**config.mk**
```make
export PLATFORM = sky130hd
export DESIGN_NAME = coherent_sampler_counter
export DESIGN_NICKNAME = d
export VERILOG_FILES = /design/src/rtl/coherent_sampler_counter.sv
export SDC_FILE = /design/constraint.sdc
export NUM_CORES = 1
export LEC_CHECK = 0
export CAP_MARGIN = 20
export CORE_UTILIZATION = 35
export CTS_BUF_LIST = sky130_fd_sc_hd__clkbuf_8
export CTS_CLUSTER_SIZE = 24
export DETAILED_ROUTE_END_ITERATION = 8
export SLEW_MARGIN = 40
export SYNTH_ARGS = -nofsm -noshare
export SYNTH_HDL_FRONTEND = slang
export SYNTH_SLANG_ARGS = --single-unit
```
**constraint.sdc**
```tcl
create_clock -name clk -period 1.6 [get_ports clk]
set_clock_uncertainty 0.1 [all_clocks]
set_input_delay 0.32 -clock clk [delete_from_list [all_inputs] [get_ports clk]]
set_output_delay 0.32 -clock clk [all_outputs]
set_load 0.03 [all_outputs]
```
**src/rtl/coherent_sampler_counter.sv**
```systemverilog
// coherent_sampler_counter
//   Measures the beat period of a coherent-sampling flip-flop output and hands
//   each new period to a downstream controller through a REQ/ACK handshake.
//   Periods that arrive while the handshake is busy are counted as drops.
//
// Ports
//   clk      in   sampling clock; everything runs on its rising edge
//   rst_n    in   asynchronous active-low reset
//   ROSample in   raw coherent-sampling flip-flop output
//   CSAck    in   acknowledge from the downstream controller
//   CSCnt    out  latest captured beat period in clk cycles (saturating)
//   CSReq    out  high while CSCnt holds an unacknowledged value
//   CSBit    out  raw random bit, CSCnt[0]
//   dropCnt  out  saturating count of periods lost to a busy handshake
module coherent_sampler_counter #(
  parameter int CSCntLength = 16,
  parameter int FiltLen     = 2,
  parameter int DropLength  = 8
) (
  input  logic                   clk,
  input  logic                   rst_n,
  input  logic                   ROSample,
  input  logic                   CSAck,
  output logic [CSCntLength-1:0] CSCnt,
  output logic                   CSReq,
  output logic                   CSBit,
  output logic [DropLength-1:0]  dropCnt
);

  typedef enum logic [1:0] {
    IDLE    = 2'd0,
    REQ     = 2'd1,
    RELEASE = 2'd2
  } state_t;

  state_t state_reg;
  state_t state_next;

  logic                   s_in_reg;
  logic [FiltLen-1:0]     hist_reg;
  logic [CSCntLength-1:0] per_cnt_reg;
  logic                   first_seen_reg;
  logic                   acc_edge;
  logic                   capture;
  logic                   drop;

  // Input is registered once; the filter and edge logic only ever see s_in_reg.
  always_ff @(posedge clk or negedge rst_n) begin
    if (!rst_n) begin
      s_in_reg <= 1'b0;
    end else begin
      s_in_reg <= ROSample;
    end
  end

  // hist_reg holds the FiltLen sIn values preceding the current one.
  generate
    if (FiltLen == 1) begin : g_hist1
      always_ff @(posedge clk or negedge rst_n) begin
        if (!rst_n) begin
          hist_reg <= '0;
        end else begin
          hist_reg <= s_in_reg;
        end
      end
    end else begin : g_histn
      always_ff @(posedge clk or negedge rst_n) begin
        if (!rst_n) begin
          hist_reg <= '0;
        end else begin
          hist_reg <= {hist_reg[FiltLen-2:0], s_in_reg};
        end
      end
    end
  endgenerate

  // A rising edge is accepted only after a full low run of FiltLen samples.
  assign acc_edge = s_in_reg & ~(|hist_reg);

  // per_cnt_reg is loaded with 1 on the cycle after an edge, so at the next
  // edge it equals the distance between the two edges.
  always_ff @(posedge clk or negedge rst_n) begin
    if (!rst_n) begin
      per_cnt_reg    <= '0;
      first_seen_reg <= 1'b0;
    end else if (acc_edge) begin
      per_cnt_reg    <= CSCntLength'(1);
      first_seen_reg <= 1'b1;
    end else if (per_cnt_reg != {CSCntLength{1'b1}}) begin
      per_cnt_reg    <= per_cnt_reg + CSCntLength'(1);
    end
  end

  always_comb begin
    state_next = state_reg;
    capture    = 1'b0;
    drop       = 1'b0;
    case (state_reg)
      IDLE: begin
        // The very first edge only arms the period measurement.
        if (acc_edge && first_seen_reg) begin
          capture    = 1'b1;
          state_next = REQ;
        end
      end
      REQ: begin
        drop = acc_edge;
        if (CSAck) begin
          state_next = RELEASE;
        end
      end
      RELEASE: begin
        drop = acc_edge;
        if (!CSAck) begin
          state_next = IDLE;
        end
      end
      default: begin
        state_next = IDLE;
      end
    endcase
  end

  always_ff @(posedge clk or negedge rst_n) begin
    if (!rst_n) begin
      state_reg <= IDLE;
    end else begin
      state_reg <= state_next;
    end
  end

  always_ff @(posedge clk or negedge rst_n) begin
    if (!rst_n) begin
      CSCnt <= '0;
    end else if (capture) begin
      CSCnt <= per_cnt_reg;
    end
  end

  always_ff @(posedge clk or negedge rst_n) begin
    if (!rst_n) begin
      dropCnt <= '0;
    end else if (drop && (dropCnt != {DropLength{1'b1}})) begin
      dropCnt <= dropCnt + DropLength'(1);
    end
  end

  assign CSReq = (state_reg == REQ);
  assign CSBit = CSCnt[0];

endmodule

```
==> flow_summary.toml <==
[outcome]
run_status = "complete, but fails checks"
violations = "setup timing"

[placed_design]
gp_congestion = 0.763
hpwlAfterDp_mm = 3.23
placed_cells = 322
port_buffers = 29

[timing]
timing.final.crit_period_ns = 1.63
rsz0062_at_grt = "true"
slew-limit-headroom_pct = 74.7
slew_viol_final = 0
fin_crit_sh_pct = 102
worst_slew_pin_slew_ns = 0.378
finalSetupViolations = 4
hold_violations = 0
fmax_ghz = 0.614
layout_setup_ws_ns = -0.0298
fin_hold_ws_ns = 0.309

[clock_tree]
numCtsBuffers = 5
clk_latency_ns = 0.29
cts_tree = "done"
cts_root_buf = "clkbuf_8"
clkTransAtPathRegs_ns = 0.08
cts-htree-levels = 2
clock_path_buffers = 2
cts.sinks = 46

[worst_setup_path]
end_kind = "register"
critical-path-top-delay-family = "simple AND/OR/NAND/NOR gates"
cp_slowest_stage_delay_ns = 0.42
crit_required_ns = 1.73
cp_slowest_cell = "dfrtp_1"
path_cells = "ha_4 > nand3_4 > or2_4 > or4_4 > a21oi_2"
reg2reg_from = "per_cnt_reg[0]"
criticalPathCategory = "register to register"
rr_worst_depth = 5
r2r_end = "per_cnt_reg[10]"
cp_num_cells = 5
start_kind = "register"
cp_num_buf_inv = 0
r2r_slack_ns = -0.03
critPathMaxFanout = 3
cp_data_arrival_time_ns = 1.76

[grt]
track_usage_pct = 16.4
grt_first_pass_wirelength_mm = 7.98
antenna_found_initial = 0
grt-ovfl-total = 0
grt_max_degree = 47
grt_pass1_vias = 1735

[routing]
vias = 1725
drc = 0
routed_wl_mm = 5.00
detail-route-antenna-nets = 0
routedWlPerCell_um = 14.7
initialDrtViolationCount = 82
avgViaCountPerCell = 5.09
drt_first_pass_iters = 3

[yosys]
yosysMostFrequentCell = "dfrtp_1"
mappedNetlistNets = 197
synth_area_per_cell_um2 = 11.5
synthTopCellsByCount = "dfrtp_1, mux2_2, nand2_1"
yosysUniqueCellTypes = 41
synth_fa_ha_area_share_pct = 3.48
yosysWarnings = 0
syn_inst = 187
synth_seq_cells = 46
synth.top_cells.by_area = "dfrtp_1, mux2_2, ha_1, nand2_1, nand4_1"
synth_top_family_by_area = "simple AND/OR/NAND/NOR gates"
ys_dominant_reg_cell = "dfrtp_1"
synthArstFlopShare_pct = 100
synth_top_area_share_pct = 53.3
syn_area_mm2 = 0.00216
synth-seq-area-share_pct = 53.3
synth_top_area_cell = "dfrtp_1"
synth_xor_area_share_pct = 3.25
synth_mux_area_share_pct = 10.3
synth_compound_area_share_pct = 7.13
synthSimpleGateAreaFrac_pct = 20.6
synth-edff-count = 0

[floorplan]
num_rows = 28
die_w_um = 80.5
dieArea_mm2 = 0.00648
initial_utilization_pct = 36.5
die_y_um = 80.5
core_mm2 = 0.00592
pin_count = 30

[final_layout]
finalNonFillerCells = 339
final_nets = 273
syn2layout_area_growth_pct = 44.1
postLayoutCoreUtil_pct = 52.5
layout-drive-gt1-share_pct = 39.4
antenna_cells = 0

[hold_path]
hold_path_end = "hist_reg[0]"
min_path_type = "register to register"
whs_path_depth = 0
holdCritStartpoint = "s_in_reg"

[power_and_ir_drop]
power.density_mw_per_mm2 = 1170
p_leak_uw = 0.00152
vdd_drop_max_uv = 510

[job]
maxCapViolCount = 0
==> worst reg2reg max path, delay by kind of cell, from the launching register on <==
kind                       cells  cell delay, ns
AOI/OAI and AO/OA              1            0.13
adders and majority gates      1            0.18
DFF                            1            0.42
and+or+nand+nor                3            0.74
==> cell usage in the layout, fill, tap and decap left out, types with 3 or more instances in the layout <==
master,count
a21oi_1,7
and3_1,3
and4_1,3
buf_4,38
buf_6,5
clkbuf_8,6
dfrtp_1,43
dfrtp_2,3
dlygate4sd2_1,24
ha_1,4
mux2_2,16
mux2i_1,3
nand2_1,14
nand3_1,7
nand4_1,8
nor2_1,8
nor3_1,3
nor3_2,4
o21ai_0,7
or3_1,4
xnor2_1,5
==> metal layers <==
layer / vias to the layer above / GRT usage [%] / part of all wire (%)
li1: 842 / - / -
met1: 852 / 20.4 / 47
met2: 24 / 26.6 / 48
met3: 7 / 3.98 / 2.5
met4: 0 / 7.86 / 1.7
met5: - / 0 / 0
==> area by class of cell <==
cell class	count	area, um^2
clock buffer	6	82.6
clock inverter	2	8.76
sequential	46	1150
multi-input combinational	132	1100
timing repair buffer	75	662
fill	532	2810
inverter	3	11.3
tap	75	93.8
==> stage by stage <==
stage / worst slack (ns) / setup TNS [ns] / instance area [um^2] / power, uW
floorplan: -0.0403 / -0.0544 / 2170 / 2240
global placement: -0.212 / -0.267 / 2820 / 2770
detailed placement: -0.234 / -0.473 / 2820 / 2790
CTS: -0.0314 / -0.0445 / 2950 / 3520
global route: -0.149 / -1.56 / 3110 / 3850
finish: -0.0298 / -0.0644 / 3110 / 3630
==> logic make-up (layout without fill, tap and decap cells) <==
logic type / Yosys count / after routing
compound gates: 25 / 25
flops: 46 / 46
simple gates: 73 / 73
mux: 20 / 20
fa+ha+maj: 6 / 6
buf+inv: 9 / 86
xor+xnor: 8 / 8
==> power by group <==
group	total [uW]	internal (uW)	switching, uW	leakage [uW]
Clock	718	342	376	0.0000524
Sequential	1530	1350	180	0.000605
Combinational	1380	646	735	0.000867
==> worst max-delay path by stage <==
stage	from	end	slack (ns)
floorplan	per_cnt_reg[0]	per_cnt_reg[10]	-0.04
CTS	per_cnt_reg[0]	per_cnt_reg[10]	-0.03
global placement	CSAck	state_reg[1]	-0.21
detailed placement	CSAck	state_reg[1]	-0.23
finish	per_cnt_reg[0]	per_cnt_reg[10]	-0.03
global route	per_cnt_reg[15]	per_cnt_reg[1]	-0.15
==> repair_timing <==
item / CTS / global route
pin swaps: 5 / 9
resized for setup: 32 / 26
endpoints found under the hold margin: 46 / 0
buffers inserted: 3 / 4
cloned: 0 / 1
endpoints found under the setup margin: 30 / 30
hold buffers: 1 / 0
Note: power is estimated with default switching activity, not from simulation.
